**config.mk**
```make
export PLATFORM = sky130hd
export DESIGN_NAME = scan_seq_139
export DESIGN_NICKNAME = d
export VERILOG_FILES = /design/src/rtl/scan_seq_139.sv
export SDC_FILE = /design/constraint.sdc
export NUM_CORES = 1
export LEC_CHECK = 0
export CAP_MARGIN = 20
export CORE_MARGIN = 2
export CORE_UTILIZATION = 50
export CTS_BUF_LIST = sky130_fd_sc_hd__clkbuf_2
export DETAILED_ROUTE_END_ITERATION = 6
export PLACE_DENSITY_LB_ADDON = 0.05
export SETUP_SLACK_MARGIN = 0.5
export SLEW_MARGIN = 15
export SYNTH_ARGS = -nofsm -noshare
export SYNTH_HDL_FRONTEND = slang
export SYNTH_SLANG_ARGS = --single-unit
```
**constraint.sdc**
```tcl
create_clock -name CLK -period 2.81 [get_ports CLK]
set_input_delay 0.562 -clock CLK [delete_from_list [all_inputs] [get_ports CLK]]
set_output_delay 0.562 -clock CLK [all_outputs]
set_load 0.05 [all_outputs]
```
**src/rtl/scan_seq_139.sv**
```systemverilog
// rtl/scan_seq_139.sv - registered sequencer feeding both halves of a dual 2-to-4 decoder
module scan_seq_139 #(
    parameter int DWELL     = 4,
    parameter int GAP       = 1,
    parameter int PULSE_LEN = 2
) (
    input  logic       CLK,
    input  logic       RST_N,
    input  logic       SCAN_EN,
    input  logic [3:0] MASK,
    input  logic       REQ,
    input  logic [1:0] ADDR,
    output logic       G1,
    output logic       B1,
    output logic       A1,
    output logic       FRAME,
    output logic       G2,
    output logic       B2,
    output logic       A2,
    output logic       ACK,
    output logic       BUSY,
    output logic       DONE
);

    localparam logic [7:0] DWELL_M1 = 8'(DWELL - 1);
    localparam logic [7:0] GAP_M1   = 8'(GAP - 1);
    localparam logic [7:0] PULSE_M1 = 8'(PULSE_LEN - 1);

    typedef enum logic [1:0] {S1_IDLE, S1_BLANK, S1_DRIVE} s1_t;
    typedef enum logic [1:0] {S2_IDLE, S2_SETUP, S2_PULSE, S2_HOLD} s2_t;

    s1_t        s1_q, s1_d;
    logic [7:0] cnt1_q, cnt1_d;
    logic [1:0] slot_q, slot_d;
    logic [1:0] last_q, last_d;
    logic       pend_q, pend_d;
    logic       g1_q, g1_d;
    logic       frame_q, frame_d;

    s2_t        s2_q, s2_d;
    logic [7:0] cnt2_q, cnt2_d;
    logic [1:0] addr2_q, addr2_d;
    logic       g2_q, g2_d;
    logic       ack_q, ack_d;
    logic       busy_q, busy_d;
    logic       done_q, done_d;

    // First enabled slot after base, wrapping; base itself is the last candidate.
    function automatic logic [1:0] next_slot(input logic [3:0] m, input logic [1:0] base);
        logic [1:0] idx;
        next_slot = base;
        for (int i = 4; i >= 1; i--) begin
            idx = base + 2'(i);
            if (m[idx]) next_slot = idx;
        end
    endfunction

    always_comb begin
        logic [1:0] base;
        logic       do_load;
        s1_d    = s1_q;
        cnt1_d  = cnt1_q;
        slot_d  = slot_q;
        last_d  = last_q;
        pend_d  = pend_q;
        frame_d = 1'b0;
        base    = last_q;
        do_load = 1'b0;
        if (!SCAN_EN) begin
            s1_d   = S1_IDLE;
            pend_d = 1'b0;
        end else begin
            case (s1_q)
                S1_IDLE: begin
                    s1_d    = S1_BLANK;
                    base    = 2'd3;
                    last_d  = 2'd3;
                    do_load = 1'b1;
                end
                S1_BLANK: begin
                    if (pend_q) begin
                        do_load = 1'b1;
                    end else if (cnt1_q == 8'd0) begin
                        s1_d   = S1_DRIVE;
                        cnt1_d = DWELL_M1;
                    end else begin
                        cnt1_d = cnt1_q - 8'd1;
                    end
                end
                S1_DRIVE: begin
                    if (cnt1_q == 8'd0) begin
                        s1_d    = S1_BLANK;
                        do_load = 1'b1;
                    end else begin
                        cnt1_d = cnt1_q - 8'd1;
                    end
                end
                default: s1_d = S1_IDLE;
            endcase
        end
        // An empty mask parks the channel in BLANK and retries the load every cycle.
        if (do_load) begin
            if (MASK != 4'd0) begin
                slot_d  = next_slot(MASK, base);
                last_d  = slot_d;
                frame_d = (slot_d <= base);
                cnt1_d  = GAP_M1;
                pend_d  = 1'b0;
            end else begin
                pend_d = 1'b1;
            end
        end
        g1_d = (s1_d != S1_DRIVE);
    end

    always_comb begin
        s2_d    = s2_q;
        cnt2_d  = cnt2_q;
        addr2_d = addr2_q;
        ack_d   = 1'b0;
        done_d  = 1'b0;
        case (s2_q)
            S2_IDLE: begin
                if (REQ) begin
                    s2_d    = S2_SETUP;
                    addr2_d = ADDR;
                    ack_d   = 1'b1;
                    // SETUP spans the ACK cycle plus one setup cycle: REQ to G2 fall is 2.
                    cnt2_d  = 8'd1;
                end
            end
            S2_SETUP: begin
                if (cnt2_q == 8'd0) begin
                    s2_d   = S2_PULSE;
                    cnt2_d = PULSE_M1;
                end else begin
                    cnt2_d = cnt2_q - 8'd1;
                end
            end
            S2_PULSE: begin
                if (cnt2_q == 8'd0) s2_d = S2_HOLD;
                else cnt2_d = cnt2_q - 8'd1;
            end
            S2_HOLD: begin
                s2_d   = S2_IDLE;
                done_d = 1'b1;
            end
            default: s2_d = S2_IDLE;
        endcase
        g2_d   = (s2_d != S2_PULSE);
        busy_d = (s2_d != S2_IDLE);
    end

    always_ff @(posedge CLK) begin
        if (!RST_N) begin
            s1_q    <= S1_IDLE;
            cnt1_q  <= 8'd0;
            slot_q  <= 2'd0;
            last_q  <= 2'd3;
            pend_q  <= 1'b0;
            g1_q    <= 1'b1;
            frame_q <= 1'b0;
            s2_q    <= S2_IDLE;
            cnt2_q  <= 8'd0;
            addr2_q <= 2'd0;
            g2_q    <= 1'b1;
            ack_q   <= 1'b0;
            busy_q  <= 1'b0;
            done_q  <= 1'b0;
        end else begin
            s1_q    <= s1_d;
            cnt1_q  <= cnt1_d;
            slot_q  <= slot_d;
            last_q  <= last_d;
            pend_q  <= pend_d;
            g1_q    <= g1_d;
            frame_q <= frame_d;
            s2_q    <= s2_d;
            cnt2_q  <= cnt2_d;
            addr2_q <= addr2_d;
            g2_q    <= g2_d;
            ack_q   <= ack_d;
            busy_q  <= busy_d;
            done_q  <= done_d;
        end
    end

    assign G1    = g1_q;
    assign B1    = slot_q[1];
    assign A1    = slot_q[0];
    assign FRAME = frame_q;
    assign G2    = g2_q;
    assign B2    = addr2_q[1];
    assign A2    = addr2_q[0];
    assign ACK   = ack_q;
    assign BUSY  = busy_q;
    assign DONE  = done_q;

endmodule

```
==> flow_metrics.py <==
metrics = {
    "sta": {
        "fmax_ghz": 0.426,
        "finalCritPeriodShare_pct": 83.6,
        "whs_ns": 0.477,
        "drv_slew": 0,
        "period_minus_slack_ns": 2.35,
        "max_slew_margin_pct": 64.1,
        "setup_viol": 0,
        "fin_tns_setup_ns": 0,
        "fin_skew_ns": 0.0199,
        "worst_pin_slew_ns": 0.536,
        "hold_viol": 0,
        "rsz0062_at_grt": "true",
    },
    "global_routing": {
        "grt_pass1_wl_mm": 7.71,
        "grt_overflow": 0,
        "antenna_found_initial": 0,
        "grt_max_degree": 17,
        "grt_pass1_vias": 1758,
        "grtUsageTotal_pct": 21.7,
    },
    "cts": {
        "holdBufCountCts": 0,
        "clk_pin_slew_worst_paths_ns": 0.17,
        "clock_latency_ns": 0.37,
        "cts_tree": "done",
        "cts_buffer_depth": 2,
        "cts_sinks": 33,
        "numCtsBuffers": 5,
        "cts_root_buf": "clkbuf_2",
        "htree_num_levels": 2,
    },
    "run_status": {
        "status": "completed",
    },
    "floorplanning": {
        "design.core.area_um2": 4030,
        "dieArea_um2": 4750,
        "die_h_um": 68.9,
        "start_util_pct": 52.3,
        "rows": 23,
        "io_pins": 20,
        "die_w_um": 68.9,
    },
    "synthesis": {
        "synthArstFlopShare_pct": 0,
        "syn_nets": 284,
        "yosys_register_bits": 33,
        "synth_ff_type": "dfxtp_1",
        "ys_warn_count": 0,
        "yosysSeqAreaShare_pct": 31.4,
        "synth_top_area_share_pct": 31.4,
        "synth-edff-count": 0,
        "syn-cell-area_um2": 2110,
        "synth_area_leaders": "dfxtp_1, ha_1, a21oi_1",
        "ys_types": 57,
        "yosysTopAreaCell": "dfxtp_1",
        "syn_avg_cell_area_um2": 8.23,
        "syn_inst": 256,
    },
    "setup_path": {
        "path_max_fanout": 7,
        "endpoint_kind": "flip-flop",
        "required_ns": 3.13,
        "critical_path_class": "in2reg",
        "arrival_ns": 2.67,
        "worstSetupStartpointType": "input port",
    },
    "route": {
        "wl_per_cell_um": 13.3,
        "drt_pre_antenna_iters": 4,
        "remaining_drc_errors": 0,
        "wirelength_mm": 4.60,
        "drtIter0Drc": 136,
        "routed_via_density": 5.70,
        "ant_nets": 0,
        "num_vias": 1968,
    },
    "cells_and_area": {
        "num_antenna_cells": 0,
        "fin_nets": 322,
        "area_growth_pct": 23.0,
        "finalNonFillerCells": 345,
        "fillCellCount": 347,
        "drive_gt1_share_pct": 16.9,
    },
    "placement": {
        "dp_hpwl_mm": 3.34,
        "place_inst": 333,
        "port_buffers": 19,
        "place_congestion": 0.830,
    },
    "hold_path": {
        "hold_path_class": "reg2reg",
    },
    "pwr": {
        "p_leak_nw": 1.10,
        "power_density_nw_per_um2": 756,
        "vdd_drop_max_v": 0.000636,
    },
    "job": {
        "max-cap-violations": 0,
    },
}
## sequential cells by signal, summed over array words and instances, names as in the netlist, 2 cells and up
register  flops
addr2_q       2
cnt2_q        8
s2_q          2
cnt1_q        8
s1_q          2
slot_q        2
last_q        2
## metal layers
| layer | up-vias | share of wire, % | track usage, % |
|---|---|---|---|
| met3 | 4 | 5.1 | 3.41 |
| met5 | - | 0 | 0 |
| met4 | 0 | 0.96 | 9.80 |
| met1 | 901 | 49 | 28.6 |
| li1 | 998 | - | - |
| met2 | 65 | 45 | 34.7 |
## cells in the mapped netlist (3+ instances only)
library cell	instances
nor3_1	14
o31ai_1	6
nor2_1	26
nand2_1	23
dfxtp_1	33
inv_1	15
nor2b_1	7
nand3_1	5
ha_1	18
buf_2	3
mux2i_1	3
o21ai_0	10
and2_1	4
a21oi_1	20
xor2_1	4
nor4_1	4
or3_1	3
a21o_1	3
clkbuf_1	4
## placed cells by master, fill, tap and decap left out, types with 3 or more instances in the layout
cell type	synthesis	layout
mux2i_1	3	3
o21ai_0	10	10
nor3_1	14	14
a21oi_1	20	19
xor2_1	4	4
nor4_1	4	4
dfxtp_1	33	30
buf_4	0	20
nor2_1	26	25
o31ai_1	6	5
dfxtp_2	0	3
and2_1	4	3
clkbuf_2	0	6
nand3_1	5	5
or3_1	3	3
nor2b_1	7	6
inv_1	15	14
nand2_1	23	23
ha_1	18	16
clkdlybuf4s50_1	0	18
a21o_1	3	3
## path summary, 6_finish.rpt
| check | end | slack [ns] | cells after the start | start |
|---|---|---|---|---|
| worst min-delay path | addr2_q[0] | 0.48 | 2 | addr2_q[0] |
| worst max-delay path | FRAME | 0.46 | 12 | MASK[2] |
| worst max register to register | FRAME | 0.50 | 13 | s1_q[1] |
| worst min register to register | addr2_q[0] | 0.48 | 2 | addr2_q[0] |
## stage by stage
stage	worst slack, ns	instance area [um^2]	utilization (%)	power [W]
6_report	0.461	2590	64.3	0.00196
5_1_grt	0.409	2590	64.3	0.00212
4_1_cts	0.502	2540	63.0	0.00193
3_5_place_dp	0.0454	2450	60.8	0.00161
3_3_place_gp	0.107	2450	60.8	0.00160
2_1_floorplan	0.503	2120	-	0.00135
## worst max-delay path: stages
cell and delay (ns):
clkdlybuf4s50_1 0.58, nor3b_1 0.08, o21a_1 0.17, o32a_1 0.37
nor2_2 0.12, xnor2_1 0.14, ha_1 0.16, inv_1 0.05
a21oi_2 0.14, a21oi_1 0.06, nor3_1 0.11, and2_1 0.13
## area by class of cell
type | instances | area, um^2 | share of cell area, %
Multi-Input combinational cell | 199 | 1400 | 54.0
Clock buffer | 6 | 30.0 | 1.16
Sequential cell | 33 | 664 | 25.6
Clock inverter | 2 | 33.8 | 1.30
Tap cell | 50 | 62.6 | 2.41
Timing Repair Buffer | 39 | 339 | 13.1
Inverter | 16 | 62.6 | 2.41
## cell families (layout without fill, tap and decap cells)
family                   count (synthesis)  after routing  share of synthesized area, %
flip-flops                              33             33                          31.4
AO/OA/AOI/OAI                           66             66                          22.1
AND/OR/NAND/NOR                        106            106                          27.0
XOR/XNOR                                 5              5                          2.08
buffers and inverters                   24             63                          4.81
multiplexers                             4              4                          1.96
adder cells (fa/ha/maj)                 18             18                          10.7
## power breakdown
part / internal, W / switching (W) / total, W
Clock: 0.000152 / 0.000167 / 0.000319
Combinational: 0.000433 / 0.000545 / 0.000978
Sequential: 0.000565 / 0.0000964 / 0.000661
## what timing repair did
| action | in CTS | in global routing |
|---|---|---|
| resized for setup | 4 | 9 |
| pin swaps | 0 | 5 |
| endpoints found under the hold margin | 0 | 0 |
| setup buffers | 2 | 2 |
| setup endpoints to repair | 2 | 4 |
| cloned | 0 | 0 |
(Power assumes the default switching activity.)
